<file path="config.mk">
export PLATFORM = sky130hd
export DESIGN_NAME = sync_fifo_rd_flat
export DESIGN_NICKNAME = d
export VERILOG_FILES = /design/src/rtl/sync_fifo_rd_if.sv /design/src/rtl/sync_fifo_rd.sv /design/src/flat_wrapper.sv
export SDC_FILE = /design/constraint.sdc
export NUM_CORES = 1
export LEC_CHECK = 0
export BUFFER_PORTS_ARGS = -buffer_cell sky130_fd_sc_hd__clkbuf_2
export CAP_MARGIN = 15
export CORE_ASPECT_RATIO = 2
export CORE_UTILIZATION = 50
export DETAILED_ROUTE_END_ITERATION = 8
export GPL_ROUTABILITY_DRIVEN = 1
export GPL_TIMING_DRIVEN = 0
export PLACE_DENSITY = 0.76
export SYNTH_ARGS = -nofsm -noshare
export SYNTH_HDL_FRONTEND = slang
export SYNTH_SLANG_ARGS = --single-unit
export TNS_END_PERCENT = 50
</file>
<file path="constraint.sdc">
create_clock -name iclk -period 3.9 [get_ports iclk]
set_input_delay 0.39 -clock iclk [delete_from_list [all_inputs] [get_ports iclk]]
set_output_delay 0.39 -clock iclk [all_outputs]
set_load 0.01 [all_outputs]
</file>
<file path="src/rtl/sync_fifo_rd_if.sv">
// sync_fifo_rd_if: output word stream of the FIFO read side.
// Signals: odata/ovalid (producer -> consumer), iready (consumer -> producer).
interface sync_fifo_rd_if #(
    parameter int DATA_W = 24
);
    logic [DATA_W-1:0] odata;
    logic              ovalid;
    logic              iready;

    modport master (
        output odata,
        output ovalid,
        input  iready
    );

    modport slave (
        input  odata,
        input  ovalid,
        output iready
    );
endinterface

</file>
<file path="src/rtl/sync_fifo_rd.sv">
// sync_fifo_rd: read side of a synchronous RAM FIFO with a 2-word skid buffer.
// Optional macro SYNC_FIFO_RD_FLUSH_EN adds the iflush port.
// Ports:
//   iclk, irst   clock, synchronous active-high reset
//   iflush       (SYNC_FIFO_RD_FLUSH_EN only) drop all pending words
//   iwr_ptr      writer pointer, MSB is the wrap bit
//   r_addr       RAM read address (registered read, 1-cycle latency)
//   ram_rdata    RAM read data
//   s_out        odata/ovalid/iready stream
//   ord_ptr      pop pointer back to the writer
//   olevel       iwr_ptr - ord_ptr
//   oempty       olevel == 0
//   oerr         sticky overflow (olevel above 2**ADDR_W)
module sync_fifo_rd #(
    parameter int DATA_W = 24,
    parameter int ADDR_W = 13
) (
    input  logic              iclk,
    input  logic              irst,
`ifdef SYNC_FIFO_RD_FLUSH_EN
    input  logic              iflush,
`endif
    input  logic [ADDR_W:0]   iwr_ptr,
    output logic [ADDR_W-1:0] r_addr,
    input  logic [DATA_W-1:0] ram_rdata,
    sync_fifo_rd_if.master    s_out,
    output logic [ADDR_W:0]   ord_ptr,
    output logic [ADDR_W:0]   olevel,
    output logic              oempty,
    output logic              oerr
);

    logic [ADDR_W:0]   r_iss_ptr;
    logic [ADDR_W:0]   r_ord_ptr;
    logic              r_inflight;
    logic [DATA_W-1:0] r_buf0;
    logic [DATA_W-1:0] r_buf1;
    logic [1:0]        r_cnt;
    logic              r_err;

    logic              w_pop;
    logic              w_fill;
    logic              w_issue;
    logic              w_over;
    logic [2:0]        w_occ;
    logic [DATA_W-1:0] w_buf0_nxt;
    logic [DATA_W-1:0] w_buf1_nxt;
    logic [1:0]        w_cnt_nxt;

    assign r_addr  = r_iss_ptr[ADDR_W-1:0];
    assign ord_ptr = r_ord_ptr;
    assign olevel  = iwr_ptr - r_ord_ptr;
    assign oempty  = (olevel == '0);
    assign oerr    = r_err;

    assign s_out.odata  = r_buf0;
    assign s_out.ovalid = (r_cnt != 2'd0);

    assign w_pop  = s_out.ovalid & s_out.iready;
    assign w_fill = r_inflight;

    // Buffer slots that will be committed after this edge, counting the
    // word still in flight from the RAM; a new read needs one free slot.
    assign w_occ   = {1'b0, r_cnt} + {2'b00, r_inflight} - {2'b00, w_pop};
    assign w_issue = (r_iss_ptr != iwr_ptr) && (w_occ < 3'd2);

    // Level beyond one full RAM can only come from a misbehaving writer.
    assign w_over = olevel[ADDR_W] && (|olevel[ADDR_W-1:0]);

    always_comb begin
        w_buf0_nxt = r_buf0;
        w_buf1_nxt = r_buf1;
        w_cnt_nxt  = r_cnt;
        unique case ({w_pop, w_fill})
            2'b10: begin
                w_buf0_nxt = r_buf1;
                w_cnt_nxt  = r_cnt - 2'd1;
            end
            2'b01: begin
                if (r_cnt == 2'd0) begin
                    w_buf0_nxt = ram_rdata;
                end else begin
                    w_buf1_nxt = ram_rdata;
                end
                w_cnt_nxt = r_cnt + 2'd1;
            end
            2'b11: begin
                if (r_cnt == 2'd1) begin
                    w_buf0_nxt = ram_rdata;
                end else begin
                    w_buf0_nxt = r_buf1;
                    w_buf1_nxt = ram_rdata;
                end
            end
            default: begin
            end
        endcase
    end

    always_ff @(posedge iclk) begin
        if (irst) begin
            r_iss_ptr  <= '0;
            r_ord_ptr  <= '0;
            r_inflight <= 1'b0;
            r_buf0     <= '0;
            r_buf1     <= '0;
            r_cnt      <= 2'd0;
            r_err      <= 1'b0;
        end
`ifdef SYNC_FIFO_RD_FLUSH_EN
        else if (iflush) begin
            // Clearing inflight drops the word the RAM returns next cycle.
            r_iss_ptr  <= iwr_ptr;
            r_ord_ptr  <= iwr_ptr;
            r_inflight <= 1'b0;
            r_cnt      <= 2'd0;
            r_err      <= r_err | w_over;
        end
`endif
        else begin
            if (w_issue) begin
                r_iss_ptr <= r_iss_ptr + 1'b1;
            end
            if (w_pop) begin
                r_ord_ptr <= r_ord_ptr + 1'b1;
            end
            r_inflight <= w_issue;
            r_buf0     <= w_buf0_nxt;
            r_buf1     <= w_buf1_nxt;
            r_cnt      <= w_cnt_nxt;
            r_err      <= r_err | w_over;
        end
    end

endmodule

</file>
<file path="src/flat_wrapper.sv">
// flat-port wrapper written by rule: the top's interface ports become plain ports
module sync_fifo_rd_flat 
#(
    parameter int DATA_W = 24,
    parameter int ADDR_W = 13
)
  (iclk, irst, iwr_ptr, r_addr, ram_rdata, ord_ptr, olevel, oempty, oerr, s_out_odata, s_out_ovalid, s_out_iready);
  sync_fifo_rd_if #(.DATA_W(DATA_W)) s_out_i ();
  input  logic iclk;
  input  logic irst;
  input  logic [ADDR_W:0] iwr_ptr;
  output logic [ADDR_W-1:0] r_addr;
  input  logic [DATA_W-1:0] ram_rdata;
  output logic [ADDR_W:0] ord_ptr;
  output logic [ADDR_W:0] olevel;
  output logic oempty;
  output logic oerr;
  output wire logic [$bits(s_out_i.odata)-1:0] s_out_odata;
  output wire logic [$bits(s_out_i.ovalid)-1:0] s_out_ovalid;
  input wire logic [$bits(s_out_i.iready)-1:0] s_out_iready;
  assign s_out_odata = s_out_i.odata;
  assign s_out_ovalid = s_out_i.ovalid;
  assign s_out_i.iready = s_out_iready;
  sync_fifo_rd #(.DATA_W(DATA_W), .ADDR_W(ADDR_W)) u_core (.iclk(iclk), .irst(irst), .iwr_ptr(iwr_ptr), .r_addr(r_addr), .ram_rdata(ram_rdata), .s_out(s_out_i), .ord_ptr(ord_ptr), .olevel(olevel), .oempty(oempty), .oerr(oerr));
endmodule
</file>
==> qor.yml <==
vias_per_cell: 5.40
period_share_pct: 94.3
synthFlopType: "dfxtp_1"
cts.path.max_buffers: 2
first_pass_iters: 4
worstPathMaxFanout: 5
synth_seq_cells: 80
antenna_found_initial: 0
ys_seq_area_share_pct: 37.3
final.fill_count: 742
final_common_cell: "clkbuf_2"
fin_skew_ns: 0.00757
setup_violations: 0
holdPathEnd: "u_core.r_buf1[2]"
max_slew.worst_pin.slew_ns: 0.627
ys_types: 49
vias: 3995
areaGrowthSynthToFinish_pct: 24.1
criticalPathCategory: "reg -> out"
postSynthCellCount: 516
synth_warnings: 0
cts_tree: "done"
fmax_ghz: 0.272
core-area_um2: 8290
ant_nets: 0
cp.arrival_ns: 3.29
grt_use_total_pct: 27.0
diodes: 0
endpoint_kind: "output pin"
reg2reg_to: "u_core.r_iss_ptr[12]"
nets: 700
dp_hpwl_mm: 9.26
synth.avg_cell_area_um2: 8.31
cts.sinks: 80
worst_slew_margin_rel_pct: 57.8
status: "finished clean"
grt_overflow_total: 0
r2r-start: "u_core.r_cnt[1]"
grt_pass1_wl_mm: 18.1
min_from: "ram_rdata[2]"
drive_gt1_share_pct: 24.1
whs_path_depth: 3
synth_edf_count: 0
dieWidth_um: 67.5
whs_ns: 0.288
core.rowCount: 47
hold_viol: 0
route.detailed.drc: 0
wl_mm: 11.4
tns_ns: 0
drv_cap: 0
grt_max_degree: 14
grt_setup_unrepaired: "false"
postCtsHoldBufs: 0
synth_area_um2: 4290
synth_nets: 579
vdd_drop_max_mv: 0.592
rr_worst_depth: 15
power_leakage_nw: 2.26
io_buffer_count: 107
initial_utilization_pct: 51.7
io_pins: 109
r2r_setup_slack_ns: 0.38
drv_slew: 0
clkLatencyLatePin_ns: 0.33
cts_made_buffers: 9
critPathLaunchType: "flip-flop"
final_cell_mix: "clkbuf_2, dfxtp_1, nand2_1"
crit_required_ns: 3.51
startpoint: "u_core.ord_ptr[0]"
clkTransAtPathRegs_ns: 0.06
dieArea_um2: 8970
fp.dieH_um: 133
gp_congestion: 0.831
grt_pass1_vias: 4007
htree_levels: 3
power_density_nw_per_um2: 632
drt_iter0_markers: 111
synthArstFlopShare_pct: 0
period_needed_ns: 3.68
hold_class: "in -> reg"
wl_per_cell_um: 15.4
root_buffer: "clkbuf_16"
==> critical path: stages, from the launching register on <==
cell      delay (ns)
dfxtp_2         0.39
ha_1            0.20
inv_1           0.06
fa_1            0.42
a211oi_2        0.26
o21bai_2        0.14
o31ai_4         0.25
mux2_4          0.33
a211oi_1        0.24
and4b_2         0.31
nor4b_4         0.19
clkbuf_2        0.17
==> where the power goes <==
| part | internal [mW] | switching (mW) |
|---|---|---|
| clock | 0.597 | 0.327 |
| combinational | 0.500 | 0.763 |
| sequential | 1.04 | 0.136 |
==> cells in the mapped netlist (2+ instances only) <==
library cell	instances	area, µm²
xor2_1	25	219
inv_1	21	78.8
nor2_1	62	233
dfxtp_1	80	1600
nand2b_1	3	18.8
o21a_1	4	30.0
a31oi_1	2	12.5
clkbuf_1	23	86.3
o22ai_1	2	12.5
a21o_1	3	22.5
nor3_1	5	25.0
nor4_1	3	18.8
ha_1	20	250
o21ai_0	10	50.1
or3_1	5	31.3
buf_2	3	15.0
a211oi_1	26	195
xnor2_1	24	210
and3_1	5	31.3
nand2_1	63	236
a22oi_1	24	180
a21oi_1	40	200
and4_1	2	17.5
mux2i_1	5	50.1
buf_4	14	105
nand4_1	5	31.3
and2_1	2	12.5
o31a_1	2	17.5
fa_1	2	40.0
nor2b_1	4	25.0
nand3_1	9	45.0
==> flip-flops by register name (all words and copies together) (netlist names) <==
signal / cells
u_core.r_iss_ptr: 14
u_core.r_buf1: 24
u_core.s_out.odata: 24
u_core.ord_ptr: 14
u_core.r_cnt: 2
u_core.r_inflight: 1
u_core.oerr: 1
==> per-stage QoR <==
stage	utilization [%]	instance area (µm²)	total power, mW	setup slack (ns)	instances
floorplan	-	4290	2.03	0.664	516
global placement	59.7	4950	2.41	0.0950	721
detailed placement	59.7	4950	2.46	0.0222	721
CTS	63.9	5300	3.38	0.00542	737
global route	64.2	5320	3.60	0.0372	740
finish	64.2	5320	3.37	0.224	740
==> worst max path at each step <==
stage	slack (ns)	endpoint	depth (start not counted)
finish	0.22	oempty	11
global route	0.04	oempty	11
CTS	0.005	u_core.r_iss_ptr[12]	14
detailed placement	0.02	u_core.r_iss_ptr[12]	14
global placement	0.1	oempty	13
floorplan	0.66	u_core.r_iss_ptr[10]	14
==> layout make-up <==
type	instances	area (µm²)	area share [%]
multi-input combinational	373	2410	45.2
sequential	80	1600	30.1
timing repair buffer	110	558	10.5
clock buffer	12	256	4.82
buffer	42	223	4.18
tap	98	123	2.30
inverter	21	78.8	1.48
clock inverter	4	76.3	1.43
==> routing by layer <==
| metal | track usage (%) | part of all wire, % |
|---|---|---|
| met1 | 23.5 | 35 |
| met5 | 0 | 0 |
| met2 | 53.0 | 59 |
| met4 | 13.6 | 3.0 |
| met3 | 5.34 | 3.6 |
==> logic make-up (layout without fill, tap and decap cells) <==
logic type                 after synthesis  count (layout)  share of synthesized area, %
AOI/OAI and AO/OA                      121             121                          18.4
and+or+nand+nor                        174             174                          18.6
DFF                                     80              80                          37.3
adders and majority gates               22              22                          6.77
xor gates and xnor gates                50              50                          10.4
buffers and inverters                   63             189                          7.00
muxes                                    6               6                          1.52
==> timing repair <==
action,in CTS,in global routing
pin swaps,1,3
setup buffers,0,3
setup endpoints to repair,1,5
resized for setup,3,4
(Power assumes the default switching activity.)
